**config.mk**
```make
export PLATFORM = sky130hd
export DESIGN_NAME = acc_cpu_core_flat
export DESIGN_NICKNAME = d
export VERILOG_FILES = /design/src/rtl/acc_cpu_core_if.sv /design/src/rtl/acc_cpu_core.sv /design/src/flat_wrapper.sv
export SDC_FILE = /design/constraint.sdc
export NUM_CORES = 1
export LEC_CHECK = 0
export ABC_AREA = 1
export BUFFER_PORTS_ARGS = -buffer_cell sky130_fd_sc_hd__buf_2
export CAP_MARGIN = 30
export CORE_MARGIN = 8
export CORE_UTILIZATION = 40
export DETAILED_ROUTE_END_ITERATION = 16
export PLACE_DENSITY = 0.64
export SYNTH_ARGS = -nofsm -noshare
export SYNTH_HDL_FRONTEND = slang
export SYNTH_SLANG_ARGS = --single-unit
```
**constraint.sdc**
```tcl
create_clock -name clk -period 2.7 [get_ports clk]
set_clock_uncertainty 0.05 [all_clocks]
set_input_delay 0.54 -clock clk [delete_from_list [all_inputs] [get_ports clk]]
set_output_delay 0.54 -clock clk [all_outputs]
set_load 0.05 [all_outputs]
```
**src/rtl/acc_cpu_core_if.sv**
```systemverilog
// Programming handshake between an external loader (master) and acc_cpu_core (slave).
// The master streams words on prog_data/prog_valid while holding prog_en;
// the core answers with prog_ready per word and prog_done once the RAM is full.
interface acc_cpu_core_if #(
    parameter int DATA_W = 8
);
    logic              prog_en;
    logic              prog_valid;
    logic [DATA_W-1:0] prog_data;
    logic              prog_ready;
    logic              prog_done;

    modport master (
        output prog_en,
        output prog_valid,
        output prog_data,
        input  prog_ready,
        input  prog_done
    );

    modport slave (
        input  prog_en,
        input  prog_valid,
        input  prog_data,
        output prog_ready,
        output prog_done
    );
endinterface

```
**src/rtl/acc_cpu_core.sv**
```systemverilog
// acc_cpu_core: accumulator CPU with internal program/data RAM, a sequential
// loader and a two-cycle fetch/execute FSM (FETCH, EXEC, HALT, PROG).
// Optional macro ACC_CPU_CALL_EN adds CALL (opcode A) / RET (opcode B) with a
// single return-address register; without it those opcodes behave as NOP.
module acc_cpu_core #(
    parameter int DATA_W = 8,
    parameter int ADDR_W = 4
) (
    input  logic              clk,
    input  logic              rst,
    acc_cpu_core_if.slave     prog,
    output logic [DATA_W-1:0] out_data,
    output logic              out_valid,
    output logic              carry,
    output logic              zero,
    output logic              halted,
    output logic [ADDR_W-1:0] pc_dbg
);
    localparam int DEPTH = 2 ** ADDR_W;

    localparam logic [1:0] S_FETCH = 2'd0;
    localparam logic [1:0] S_EXEC  = 2'd1;
    localparam logic [1:0] S_HALT  = 2'd2;
    localparam logic [1:0] S_PROG  = 2'd3;

    localparam logic [3:0] OP_LDA = 4'h1;
    localparam logic [3:0] OP_ADD = 4'h2;
    localparam logic [3:0] OP_SUB = 4'h3;
    localparam logic [3:0] OP_STA = 4'h4;
    localparam logic [3:0] OP_LDI = 4'h5;
    localparam logic [3:0] OP_JMP = 4'h6;
    localparam logic [3:0] OP_JC  = 4'h7;
    localparam logic [3:0] OP_JZ  = 4'h8;
`ifdef ACC_CPU_CALL_EN
    localparam logic [3:0] OP_CAL = 4'hA;
    localparam logic [3:0] OP_RET = 4'hB;
`endif
    localparam logic [3:0] OP_OUT = 4'hE;
    localparam logic [3:0] OP_HLT = 4'hF;

    logic [DATA_W-1:0] mem_q [DEPTH];

    logic [1:0]        state_q, state_d;
    logic [ADDR_W-1:0] pc_q, pc_d;
    logic [DATA_W-1:0] ir_q, ir_d;
    logic [DATA_W-1:0] a_q, a_d;
    logic              carry_q, carry_d;
    logic              zero_q, zero_d;
    logic [DATA_W-1:0] out_data_q, out_data_d;
    logic              out_valid_q, out_valid_d;
    logic [ADDR_W:0]   cnt_q, cnt_d;
    logic              prog_done_q, prog_done_d;
`ifdef ACC_CPU_CALL_EN
    logic [ADDR_W-1:0] ret_q, ret_d;
`endif

    logic              mem_we;
    logic [ADDR_W-1:0] mem_waddr;
    logic [DATA_W-1:0] mem_wdata;

    logic [3:0]        opcode;
    logic [ADDR_W-1:0] operand;
    logic [DATA_W-1:0] imm;
    logic [DATA_W-1:0] mem_op;
    logic [DATA_W:0]   sum;
    logic [DATA_W-1:0] diff;
    logic              ready;

    assign opcode  = ir_q[DATA_W-1 -: 4];
    assign operand = ir_q[ADDR_W-1:0];
    assign imm     = {4'b0000, ir_q[DATA_W-5:0]};
    assign mem_op  = mem_q[operand];
    assign sum     = {1'b0, a_q} + {1'b0, mem_op};
    assign diff    = a_q - mem_op;
    // Loader accepts words only while still programming and the RAM is not full
    assign ready   = (state_q == S_PROG) && prog.prog_en && !cnt_q[ADDR_W];

    assign prog.prog_ready = ready;
    assign prog.prog_done  = prog_done_q;
    assign out_data        = out_data_q;
    assign out_valid       = out_valid_q;
    assign carry           = carry_q;
    assign zero            = zero_q;
    assign halted          = (state_q == S_HALT);
    assign pc_dbg          = pc_q;

    // Next-state logic for the FSM, datapath registers and RAM write port
    always_comb begin
        state_d     = state_q;
        pc_d        = pc_q;
        ir_d        = ir_q;
        a_d         = a_q;
        carry_d     = carry_q;
        zero_d      = zero_q;
        out_data_d  = out_data_q;
        out_valid_d = 1'b0;
        cnt_d       = cnt_q;
        prog_done_d = prog_done_q;
`ifdef ACC_CPU_CALL_EN
        ret_d       = ret_q;
`endif
        mem_we      = 1'b0;
        mem_waddr   = operand;
        mem_wdata   = a_q;

        case (state_q)
            S_FETCH: begin
                if (prog.prog_en) begin
                    state_d = S_PROG;
                    cnt_d   = '0;
                end else begin
                    ir_d    = mem_q[pc_q];
                    pc_d    = pc_q + 1'b1;
                    state_d = S_EXEC;
                end
            end
            S_EXEC: begin
                state_d = S_FETCH;
                case (opcode)
                    OP_LDA: a_d = mem_op;
                    OP_ADD: begin
                        a_d     = sum[DATA_W-1:0];
                        carry_d = sum[DATA_W];
                        zero_d  = (sum[DATA_W-1:0] == '0);
                    end
                    OP_SUB: begin
                        a_d     = diff;
                        carry_d = (a_q >= mem_op);
                        zero_d  = (diff == '0);
                    end
                    OP_STA: mem_we = 1'b1;
                    OP_LDI: a_d = imm;
                    OP_JMP: pc_d = operand;
                    OP_JC:  if (carry_q) pc_d = operand;
                    OP_JZ:  if (zero_q) pc_d = operand;
`ifdef ACC_CPU_CALL_EN
                    OP_CAL: begin
                        ret_d = pc_q;
                        pc_d  = operand;
                    end
                    OP_RET: pc_d = ret_q;
`endif
                    OP_OUT: begin
                        out_data_d  = a_q;
                        out_valid_d = 1'b1;
                    end
                    OP_HLT: state_d = S_HALT;
                    default: ;
                endcase
            end
            S_HALT: begin
                if (prog.prog_en) begin
                    state_d = S_PROG;
                    cnt_d   = '0;
                end
            end
            default: begin
                // Leaving PROG restarts execution from address 0 with whatever image is loaded
                if (!prog.prog_en) begin
                    state_d     = S_FETCH;
                    pc_d        = '0;
                    a_d         = '0;
                    carry_d     = 1'b0;
                    zero_d      = 1'b0;
                    prog_done_d = 1'b0;
                end else if (prog.prog_valid && ready) begin
                    mem_we      = 1'b1;
                    mem_waddr   = cnt_q[ADDR_W-1:0];
                    mem_wdata   = prog.prog_data;
                    cnt_d       = cnt_q + 1'b1;
                    prog_done_d = (cnt_q[ADDR_W-1:0] == {ADDR_W{1'b1}});
                end
            end
        endcase
    end

    // Control and architectural state registers with synchronous reset
    always_ff @(posedge clk) begin
        if (rst) begin
            state_q     <= S_FETCH;
            pc_q        <= '0;
            ir_q        <= '0;
            a_q         <= '0;
            carry_q     <= 1'b0;
            zero_q      <= 1'b0;
            out_data_q  <= '0;
            out_valid_q <= 1'b0;
            cnt_q       <= '0;
            prog_done_q <= 1'b0;
`ifdef ACC_CPU_CALL_EN
            ret_q       <= '0;
`endif
        end else begin
            state_q     <= state_d;
            pc_q        <= pc_d;
            ir_q        <= ir_d;
            a_q         <= a_d;
            carry_q     <= carry_d;
            zero_q      <= zero_d;
            out_data_q  <= out_data_d;
            out_valid_q <= out_valid_d;
            cnt_q       <= cnt_d;
            prog_done_q <= prog_done_d;
`ifdef ACC_CPU_CALL_EN
            ret_q       <= ret_d;
`endif
        end
    end

    // RAM write port shared by the loader and STA; contents survive reset
    always_ff @(posedge clk) begin
        if (mem_we && !rst) begin
            mem_q[mem_waddr] <= mem_wdata;
        end
    end
endmodule

```
**src/flat_wrapper.sv**
```systemverilog
// flat-port wrapper written by rule: the top's interface ports become plain ports
module acc_cpu_core_flat 
#(
    parameter int DATA_W = 8,
    parameter int ADDR_W = 4
)
  (clk, rst, out_data, out_valid, carry, zero, halted, pc_dbg, prog_prog_en, prog_prog_valid, prog_prog_data, prog_prog_ready, prog_prog_done);
  acc_cpu_core_if #(.DATA_W(DATA_W)) prog_i ();
  input  logic clk;
  input  logic rst;
  output logic [DATA_W-1:0] out_data;
  output logic out_valid;
  output logic carry;
  output logic zero;
  output logic halted;
  output logic [ADDR_W-1:0] pc_dbg;
  input wire logic [$bits(prog_i.prog_en)-1:0] prog_prog_en;
  input wire logic [$bits(prog_i.prog_valid)-1:0] prog_prog_valid;
  input wire logic [$bits(prog_i.prog_data)-1:0] prog_prog_data;
  output wire logic [$bits(prog_i.prog_ready)-1:0] prog_prog_ready;
  output wire logic [$bits(prog_i.prog_done)-1:0] prog_prog_done;
  assign prog_i.prog_en = prog_prog_en;
  assign prog_i.prog_valid = prog_prog_valid;
  assign prog_i.prog_data = prog_prog_data;
  assign prog_prog_ready = prog_i.prog_ready;
  assign prog_prog_done = prog_i.prog_done;
  acc_cpu_core #(.DATA_W(DATA_W), .ADDR_W(ADDR_W)) u_core (.clk(clk), .rst(rst), .prog(prog_i), .out_data(out_data), .out_valid(out_valid), .carry(carry), .zero(zero), .halted(halted), .pc_dbg(pc_dbg));
endmodule
```
==> results by group, run 1 <==
Layout
  • Inserted Diodes: 0
  • Final instance count without filler cells: between 1,500 and 2,000
  • Nets: ~1,200
  • Layout cells sized above 1: 19.2%
  • Layout area overhead: 22.1%
  • Fillers: roughly 2,100

Critical path
  • R2R Setup Slk: -0.08 ns
  • Crit Path Max Fanout: 12
  • Crit path DAT: 3.10 ns
  • CP required: between 3 and 4 ns
  • FF-to-FF End: u_core.zero
  • Critical path launch point: u_core.ir_q[0]
  • Crit start category: flip-flop
  • CP Class: flip-flop to flip-flop
  • Crit end category: flip-flop
  • Worst reg-to-reg path cell count: 20
  • Critical R2R Launch: u_core.ir_q[0]
  • Setup crit end: u_core.zero

Timing
  • Fin Setup TNS: -0.297 ns
  • Max Transition Viols Final: 0
  • Worst setup margin: -0.0836 ns
  • Worst relative slew slack: between 50 and 60%
  • Slew @ Worst Pin: just under 0.7 ns
  • Min Clock Period, post-route: 2.78 ns
  • Final setup fails: 6
  • Max Fclk: ~0.36 GHz
  • Final Hold Vio Count: 0
  • RSZ-0062 raised after global routing: yes
  • Tcrit/Tclk final: 103%

Power and ir drop
  • Power share of the clock group: about a fifth
  • Pwr/cell area: between 1000 and 1500 nW/µm²
  • Reg power frac: 25.5%
  • Logic pwr share: about 55%
  • Sw Share: about 43%
  • Peak supply drop: ~0.00049 V
  • Pint: around 7 mW
  • Static Leak: approximately 4.5 nW
  • NetSw: between 5 and 6 mW

Placement
  • Port Buffers: 29
  • Post-DP HPWL: between 20,000 and 25,000 µm
  • Inst Count DP: 1,466
  • Gp weighted congestion: roughly 0.96

Yosys
  • YS warnings: 0
  • Cells after Synth: approximately 1,100
  • Post-synthesis adder-cell area fraction: under 10%
  • Seq/Total Area, Yosys: ~50%
  • Synthesized cell area: slightly above 9000 µm²
  • Mux share of post-synthesis cell area: 0%
  • Synth Register Bits: roughly 170
  • Simple-gate portion of the synthesized area: 21.4%
  • Synth area leaders: edfxtp_1 42%, nor2_1 9.1%, dfxtp_1 8.5%, o21ai_0 8.2%, nand2_1 6.7%
  • Synth top area share: a little over two fifths
  • Mean post-synth cell area: just over 8 µm²
  • Synth Area in XOR/XNOR: less than 1%
  • Leading area contributor after synthesis: edfxtp_1
  • Cell variety after synth: 40
  • Mapped Nets: roughly 1,100
  • Largest family of logic cells by synthesized area: simple AND/OR/NAND/NOR gates
  • Synth Area in Compound Gates: between 10% and 20%

Die
  • Overall die area: 28,100 µm²
  • Starting Density: a little over 40%
  • Chip Height: between 150 and 200 µm
  • Total core area: ~23,000 µm²
  • Num rows: 55
  • Die Width: about 170 µm
  • Num ports: 30

Clock tree
  • Root buf cell: clkbuf_16
  • Clock sinks: 167
  • Num CTS Buffers: 17
  • CTS tree: built
  • # hold bufs at CTS: 0
  • Worst skew pair latency: about 0.43 ns
  • H-tree levels: 4
  • Clock buffer depth: 2
  • Clk slew on worst S/H paths: around 0.070 ns

Detailed routing
  • Drt pass-1 iters: 5
  • Final wirelength: around 29,000 µm
  • DRC: 0
  • Total number of vias: 8,350
  • Vias per cell: 5.56
  • Drt initial violations: just over 900
  • Remaining antenna violation count: 0
  • Avg WL per Cell: around 19 µm

Global routing
  • Antenna violations before repair: 0
  • Grt ovf: 0
  • All-Layer GR Usage: roughly 20%
  • Number of global-route vias before repair: approximately 8,000
  • Largest net degree at the start of global routing: 40
  • Global-route wire length before repair: ~45,000 µm

Status
  • Failing checks: negative setup slack
  • Outcome: complete, but fails checks

Run
  • Max Cap Violations: 0

Hold path
  • Hold Crit Class: flip-flop to flip-flop
==> placed cells by master (no fill, tap or decap), types with 2 or more instances in the layout <==
cell type / count
o211ai_1: 37
edfxtp_1: 128
nor2_2: 4
o21ai_0: 144
clkinv_1: 2
buf_2: 29
clkbuf_1: 3
nor2_4: 2
buf_4: 97
fa_2: 2
clkbuf_16: 18
ha_1: 20
clkinv_4: 3
a22oi_1: 2
nand3_1: 58
a21oi_1: 36
nor2_1: 218
buf_12: 6
buf_6: 4
clkinv_2: 2
o22ai_1: 16
dfxtp_1: 36
xor2_1: 2
a21oi_2: 5
nor3_1: 10
nand2_1: 149
bufinv_16: 2
inv_2: 8
nand4_1: 4
o221ai_1: 18
nand2_2: 13
xnor2_2: 2
dfxtp_2: 2
nand2_4: 5
nand3_2: 12
o21ai_1: 17
inv_1: 76
ha_4: 6
==> timing repair <==
item / in CTS / in global routing
buffers inserted: 1 / 1
pin swaps: 10 / 14
cloned: 1 / 1
endpoints found under the setup margin: 8 / 9
resized for setup: 32 / 38
==> kinds of logic after synthesis <==
group | Yosys count
DFF | 167
AOI/OAI and AO/OA | 280
and+or+nand+nor | 480
xor gates and xnor gates | 4
buffers and inverters | 146
adders and majority gates | 28
==> routing by layer <==
metal  GRT usage (%)  vias to the layer above  routed length [µm]
li1                -                     4000                   -
met1            25.7                     3954               12100
met2            34.3                      364               13900
met3            3.67                       32                2100
met4            6.87                        0                 462
met5               0                        -                   0
==> critical path, cell delays in order (launching register included) <==
cell and delay, ns:
dfxtp_4 0.38, inv_4 0.08, buf_6 0.14, buf_6 0.15, o21ai_0 0.09, o211ai_1 0.18
nand3_1 0.18, nand2_2 0.13, inv_1 0.07, ha_4 0.26, inv_1 0.10, nand2_1 0.09
nor2_1 0.11, nand3_1 0.10, nand3_1 0.10, nand2_1 0.09, nor2_1 0.10, nand2_1 0.06
nand2_1 0.06, nand2_1 0.07, a21oi_2 0.11
==> flip-flops by register name (all words and copies together) (netlist names) <==
signal,count
u_core.cnt_q,5
u_core.a_q,8
u_core.ir_q,8
u_core.out_data,8
u_core.pc_dbg,4
u_core.zero,1
u_core.carry,1
u_core.out_valid,1
u_core.prog.prog_done,1
u_core.state_q,2
u_core.mem_q,128
==> worst min-delay path by stage <==
stage / from / end / cells after the start
after floorplan: u_core.a_q[0] / u_core.a_q[0] / 2
after global placement: u_core.out_data[2] / u_core.out_data[2] / 2
after detailed placement: u_core.out_data[1] / u_core.out_data[1] / 2
after CTS: prog_prog_en / u_core.prog.prog_done / 3
after global routing: u_core.cnt_q[4] / u_core.cnt_q[4] / 2
final: u_core.out_data[1] / u_core.out_data[1] / 2
==> metrics by stage <==
step	hold WS, ns	power, mW	worst slack, ns	utilization (%)	area [µm²]
after floorplan	0.412	6.84	0.0578	-	9190
after global routing	0.458	13.1	-0.298	49.7	11200
after detailed placement	0.421	9.22	-0.282	45.6	10300
final	0.430	12.3	-0.0836	49.7	11200
after CTS	0.434	12.0	-0.0311	49.0	11100
after global placement	0.411	9.17	-0.255	45.6	10300
==> power by group through the flow <==
stage | Clock [mW] | Sequential, mW | Combinational, mW
2_1_floorplan | 0 | 3.20 | 3.63
3_3_place_gp | 0 | 3.16 | 6.01
3_5_place_dp | 0 | 3.16 | 6.05
4_1_cts | 2.44 | 3.13 | 6.41
5_1_grt | 2.53 | 3.15 | 7.38
6_report | 2.41 | 3.13 | 6.75
==> cell type report <==
| class | count | area, µm² | area share (%) |
|---|---|---|---|
| sequential | 167 | 4630 | 41.3 |
| inverter | 87 | 329 | 2.93 |
| timing repair buffer | 139 | 1110 | 9.86 |
| multi-input combinational | 792 | 4220 | 37.6 |
| tap | 285 | 357 | 3.18 |
| clock buffer | 21 | 450 | 4.02 |
| clock inverter | 10 | 124 | 1.10 |
==> synth_stat cells <==
cell type and n:
a211oi_1 1, a21oi_1 41, a21oi_4 1, a22oi_1 2, a41oi_1 1, buf_1 2, buf_2 20, buf_4 1
buf_6 1, clkbuf_1 35, clkinv_1 2, dfxtp_1 39, edfxtp_1 128, fa_1 2, ha_1 26, inv_1 78
inv_2 7, nand2_1 163, nand2_2 2, nand2_4 2, nand2b_1 1, nand3_1 70, nand3b_1 1, nand4_1 4
nor2_1 222, nor2_2 1, nor2_4 1, nor3_1 10, nor3_4 1, nor3b_1 1, o211ai_1 37, o21ai_0 151
o21ai_1 10, o21bai_1 1, o221ai_1 18, o22ai_1 16, o31a_1 1, or2_2 1, xnor2_1 2, xor2_1 2
No activity file was read; power rests on OpenSTA's default activity.
==> run 2, diff against run 1 <==
- SETUP_SLACK_MARGIN: not set -> 0.1
==> run 2 against run 1 <==
The run still ends with negative setup slack left. Fmax up 0.41%. Final area is 2.4% higher. Critical path depth down 2. Sequential power barely moved. Global-route usage is 0.42 points higher. Final cell count fell by 0.33%. Die area stayed put. Sequential share of layout area fell by 0.96 points. Via count rose by 3.1%. Setup slack gained 0.011 ns. Flip-flop and latch count did not move. Register-to-register slack hardly changed.
==> results by group, run 2 (synthesized netlist as in run 1, its figures left out) <==
Power and ir drop
  • Pint: a little over 7 mW
  • Power share of the clock group: 18.1%
  • Sw Share: between 40 and 50%
  • Reg power frac: between 20% and 30%
  • Peak supply drop: ~0.00055 V
  • Pwr/cell area: roughly 1100 nW/µm²
  • Logic pwr share: 57.8%
  • Final total power: around 13 mW
  • NetSw: 5.76 mW
  • Static Leak: 4.57 nW

Timing
  • WHS: approximately 0.43 ns
  • Min Clock Period, post-route: between 2 and 3 ns
  • Max Transition Viols Final: 0
  • Slew @ Worst Pin: between 0.7 and 0.8 ns
  • RSZ-0062 raised after global routing: yes
  • Max Fclk: between 0.3 and 0.4 GHz
  • Worst relative slew slack: around 49%
  • Worst setup margin: -0.0722 ns
  • Fin Setup TNS: -0.266 ns
  • Final Hold Vio Count: 0
  • Final setup fails: 8
  • Tcrit/Tclk final: 103%

Global routing
  • All-Layer GR Usage: around a fifth
  • Largest net degree at the start of global routing: 70
  • Antenna violations before repair: 0
  • Global-route wire length before repair: between 40,000 and 50,000 µm
  • Grt ovf: 0
  • Number of global-route vias before repair: ~8,000

Layout
  • Fillers: 2,071
  • Biggest register: u_core.mem_q
  • Layout cells sized above 1: 22.3%
  • Nets: 1,238
  • Inserted Diodes: 0
  • Max FFs per register: ~130
  • Most common cell after layout, fill and taps aside: nor2_1
  • Util after Layout: 50.9%
  • Layout area overhead: 25.0%
  • Most frequent cells in the layout: 218 x nor2_1, 137 x o21ai_0, 134 x nand2_1

Status
  • Failing checks: negative setup slack
  • Outcome: complete, but fails checks

Detailed routing
  • Drt initial violations: just under 1,000
  • Avg WL per Cell: about 20 µm
  • Total number of vias: approximately 8,600
  • Final wirelength: ~30,000 µm
  • Drt pass-1 iters: 6
  • Vias per cell: around 5.8
  • Remaining antenna violation count: 0
  • DRC: 0

Clock tree
  • Clock sinks: ~170
  • H-tree levels: 4
  • Root buf cell: clkbuf_16
  • # hold bufs at CTS: 0
  • Clock buffer depth: 2
  • Worst skew pair latency: about 0.43 ns
  • Clk slew on worst S/H paths: around 0.07 ns
  • CTS tree: built
  • Num CTS Buffers: 17

Critical path
  • Crit-path most repeated cell: nand2_1
  • Crit end category: flip-flop
  • Crit start category: flip-flop
  • Crit Path Max Fanout: 12
  • Crit path DAT: a little over 3 ns
  • Worst reg-to-reg path cell count: 18
  • CP peak stage delay: around 0.44 ns
  • CP required: roughly 3 ns
  • CP Class: flip-flop to flip-flop
  • Worst-path cell chain: inv_8 -> buf_12 -> buf_4 -> o21ai_0 -> nand3_1 -> nand3_2 -> nand2_4 -> inv_1 -> ha_4 -> buf_4 -> a21oi_2 -> nand2_1 -> nand2_1 -> nand3_2 -> nand2_1 -> nor2_1 -> nand2_1 -> a21oi_2
  • Critical Path Slowest Stage Cell: dfxtp_4

Placement
  • Post-DP HPWL: between 15,000 and 20,000 µm
  • Gp weighted congestion: ~0.93
  • Pre-CTS setup slack: -0.176 ns
  • Port Buffers: 29

Hold path
  • Depth of the worst hold-timing path: 2
  • Hold Crit Class: flip-flop to flip-flop

Run
  • Max Cap Violations: 0

Die
  • Num rows: 55
  • Die Width: roughly 170 µm
  • Overall die area: about 28,000 µm²
  • Starting Density: between 40 and 50%
  • Num ports: 30
  • Total core area: approximately 23,000 µm²
  • Chip Height: between 150 and 200 µm
-- run 2: cell count changes in the layout (fill, tap and decap cells not counted), sizes merged --
cell | previous run | this run
clkinv | 7 | 9
clkinvlp | 1 | 2
inv | 87 | 88
clkbuf | 22 | 19
bufinv | 2 | 1
buf | 138 | 133
-- run 2: per-layer routing --
metal | global-route usage (%) | up-vias | wire, µm
met5 | 0 | - | 0
met4 | 8.46 | 0 | 831
met3 | 3.29 | 64 | 2500
met2 | 33.7 | 479 | 13900
met1 | 27.1 | 4050 | 12300
li1 | - | 4012 | -
-- run 2: repair_timing --
action                     CTS  global route
pin swaps                   23            39
setup buffers                6             4
cloned                       5             0
gates resized for setup     80            53
setup endpoints to repair    9             9
-- run 2: layout make-up --
| class | instances | area [µm²] | share of cell area (%) |
|---|---|---|---|
| Sequential cell | 167 | 4630 | 40.3 |
| Multi-Input combinational cell | 792 | 4360 | 38.0 |
| Timing Repair Buffer | 133 | 1240 | 10.8 |
| Clock buffer | 19 | 433 | 3.77 |
| Tap cell | 285 | 357 | 3.11 |
| Inverter | 87 | 342 | 2.97 |
| Clock inverter | 13 | 126 | 1.10 |
-- run 2: power by group through the flow --
stage	logic, mW	clock network [mW]	registers, mW
floorplan	3.63	0	3.20
global placement	6.05	0	3.14
detailed placement	6.09	0	3.14
CTS	6.83	2.36	3.10
global route	8.04	2.46	3.13
finish	7.46	2.34	3.11
-- run 2: worst paths after layout --
| kind | from | end | slack (ns) |
|---|---|---|---|
| max | u_core.ir_q[0] | u_core.zero | -0.07 |
| min | u_core.out_data[1] | u_core.out_data[1] | 0.43 |
| max reg2reg | u_core.ir_q[0] | u_core.zero | -0.07 |
| min reg2reg | u_core.out_data[1] | u_core.out_data[1] | 0.43 |
-- run 2: critical path: cells and delay by family (launching register included) --
kind                     cells  cell delay [ns]
buffers and inverters        5             0.67
AO/OA/AOI/OAI                3             0.43
adder cells (fa/ha/maj)      1             0.22
AND/OR/NAND/NOR              9             0.83
flip-flops                   1             0.44
-- run 2: through the flow --
| step | area [µm²] | instances |
|---|---|---|
| after detailed placement | 10200 | 1449 |
| after CTS | 11200 | 1492 |
| after global routing | 11500 | 1496 |
| final | 11500 | 1496 |
| after global placement | 10200 | 1449 |
| after floorplan | 9190 | 1105 |
==> run 3, diff against run 2 <==
--- a/constraint.sdc
+++ b/constraint.sdc
@@ -3,3 +3,3 @@
 set_input_delay 0.54 -clock clk [delete_from_list [all_inputs] [get_ports clk]]
 set_output_delay 0.54 -clock clk [all_outputs]
-set_load 0.05 [all_outputs]
+set_load 0.01 [all_outputs]
==> run 3 against run 2 <==
The flow still finishes with violations (negative setup slack). Wire length decreased by 0.76%. Final cell count up 1.0%. Flip-flop and latch count unchanged. Die area stayed put. Via count increased by 0.53%. Critical path depth did not move. Sequential share of layout area is 0.24 points lower. Final area grew 0.61%. Setup slack lost 0.051 ns. Utilization grew 0.31 points.
==> results by group, run 3 (synthesized netlist as in run 1, its figures left out) <==
Placement
  • Post-DP HPWL: slightly below 20,000 µm
  • Gp weighted congestion: about 0.92
  • Pre-CTS setup slack: -0.152 ns
  • Port Buffers: 29

Detailed routing
  • Final wirelength: 29,300 µm
  • Avg WL per Cell: between 15 and 20 µm
  • Drt pass-1 iters: 7
  • Remaining antenna violation count: 0
  • Drt initial violations: ~1,100
  • Total number of vias: 8,651
  • Vias per cell: between 5 and 6
  • DRC: 0

Die
  • Total core area: ~23,000 µm²
  • Num ports: 30
  • Overall die area: approximately 28,000 µm²
  • Starting Density: between 40% and 50%
  • Chip Height: 168 µm
  • Die Width: roughly 170 µm
  • Num rows: 55

Layout
  • Most frequent cells in the layout: 214 x nor2_1, 139 x nand2_1, 136 x o21ai_0
  • Max FFs per register: roughly 130
  • Nets: 1,253
  • Fillers: approximately 2,000
  • Most common cell after layout, fill and taps aside: nor2_1
  • Inserted Diodes: 0
  • Biggest register: u_core.mem_q
  • Layout area overhead: 25.8%
  • Layout cells sized above 1: a little under a quarter

Clock tree
  • Worst skew pair latency: about 0.44 ns
  • Num CTS Buffers: 17
  • CTS tree: built
  • Clock buffer depth: 2
  • Clock sinks: around 170
  • Root buf cell: clkbuf_16
  • Clk slew on worst S/H paths: about 0.07 ns
  • H-tree levels: 4

Timing
  • WHS: roughly 0.43 ns
  • Worst relative slew slack: between 30% and 40%
  • Slew @ Worst Pin: between 0.9 and 1 ns
  • Max Fclk: 0.354 GHz
  • Worst setup margin: -0.124 ns
  • Tcrit/Tclk final: 105%
  • Final Hold Vio Count: 0
  • Min Clock Period, post-route: approximately 2.8 ns
  • Max Transition Viols Final: 0
  • RSZ-0062 raised after global routing: yes
  • Final setup fails: 7

Critical path
  • FF-to-FF End: u_core.zero
  • Setup crit end: u_core.zero
  • Critical R2R Launch: u_core.ir_q[0]
  • Crit end category: flip-flop
  • Crit start category: flip-flop
  • CP required: 3.02 ns
  • CP Class: flip-flop to flip-flop
  • Crit Path Max Fanout: 9
  • Critical path launch point: u_core.ir_q[0]
  • R2R Setup Slk: -0.12 ns
  • Worst reg-to-reg path cell count: 18
  • Crit path DAT: 3.15 ns

Power and ir drop
  • Static Leak: 4.62 nW
  • Peak supply drop: about 0.00050 V
  • Pwr/cell area: between 1000 and 1500 nW/µm²

Status
  • Failing checks: negative setup slack
  • Outcome: complete, but fails checks

Run
  • Max Cap Violations: 0

Hold path
  • Hold Crit Class: primary input to flip-flop

Global routing
  • Antenna violations before repair: 0
  • Largest net degree at the start of global routing: 70
  • Global-route wire length before repair: 44,800 µm
  • Grt ovf: 0
  • Number of global-route vias before repair: approximately 8,200
  • All-Layer GR Usage: about a fifth
run 3: cell types whose count changed in the layout (fill, tap and decap cells not counted), moves of 3 or more:
cell       change
inv_4          -3
inv_8          +3
buf_4         +20
nor2_1         -4
clkinv_8       +4
buf_16         -4
nand2_1        +5
nand2_2        -4
buf_12         -6
nor2_4         +3
clkbuf_16      +3
run 3: layout make-up:
cell class | count | area, µm² | share of cell area, %
clock inverters | 15 | 176 | 1.53
repair buffers | 148 | 1260 | 10.9
clock buffers | 17 | 425 | 3.68
well taps | 285 | 357 | 3.09
flip-flops and latches | 167 | 4630 | 40.1
multi-input cells | 792 | 4370 | 37.8
inverters | 87 | 334 | 2.89
run 3: power by group:
group	switching, mW	internal, mW	total, mW
sequential	0.181	2.95	3.13
clock	1.19	1.25	2.44
combinational	4.31	2.91	7.23
run 3: worst max-delay path: stages (launching register included):
cell and delay (ns):
dfxtp_4 0.41, buf_12 0.15, clkbuf_16 0.16, o21ai_0 0.23
nand3_1 0.17, nand3_2 0.13, nand2_2 0.08, buf_4 0.13
buf_4 0.13, ha_1 0.20, a21oi_1 0.27, nand2_2 0.09
nand2_1 0.08, nand2_2 0.05, nor2_1 0.09, nand2_1 0.06
nand2_1 0.05, nand2_1 0.07, a21oi_2 0.14
run 3: how the worst min path moves through the flow:
stage	startpoint	endpoint	slack, ns	cells past startpoint
detailed placement	u_core.out_data[4]	u_core.out_data[4]	0.42	2
global placement	u_core.out_data[4]	u_core.out_data[4]	0.41	2
CTS	prog_prog_valid	u_core.prog.prog_done	0.41	3
finish	prog_prog_valid	u_core.prog.prog_done	0.43	3
floorplan	u_core.cnt_q[1]	u_core.cnt_q[1]	0.41	2
global route	prog_prog_valid	u_core.prog.prog_done	0.45	3
run 3: routing by layer:
| layer | global-route usage, % | part of all wire, % | vias to the layer above |
|---|---|---|---|
| met5 | 0 | 0 | - |
| met4 | 9.86 | 4.0 | 0 |
| met3 | 3.53 | 7.9 | 89 |
| met2 | 33.3 | 47 | 499 |
| met1 | 25.8 | 42 | 4036 |
| li1 | - | - | 4027 |
run 3: metrics by stage:
step	TNS, ns	total power, mW	util, %	std cells	cell area [µm²]
after floorplan	0	6.72	-	1105	9190
after global placement	-0.589	8.90	45.2	1451	10200
after detailed placement	-0.716	8.96	45.2	1452	10200
after CTS	0	12.2	50.0	1503	11300
after global routing	-1.54	13.5	51.2	1511	11600
final	-0.410	12.8	51.2	1511	11600
run 3: repair_timing:
item                       CTS  global route
hold endpoints to repair     0             0
setup endpoints to repair    9             9
buffers inserted            17             6
hold buffers                 0             0
pin swaps                   33            28
gates resized for setup     69            58
cloned                       2             3
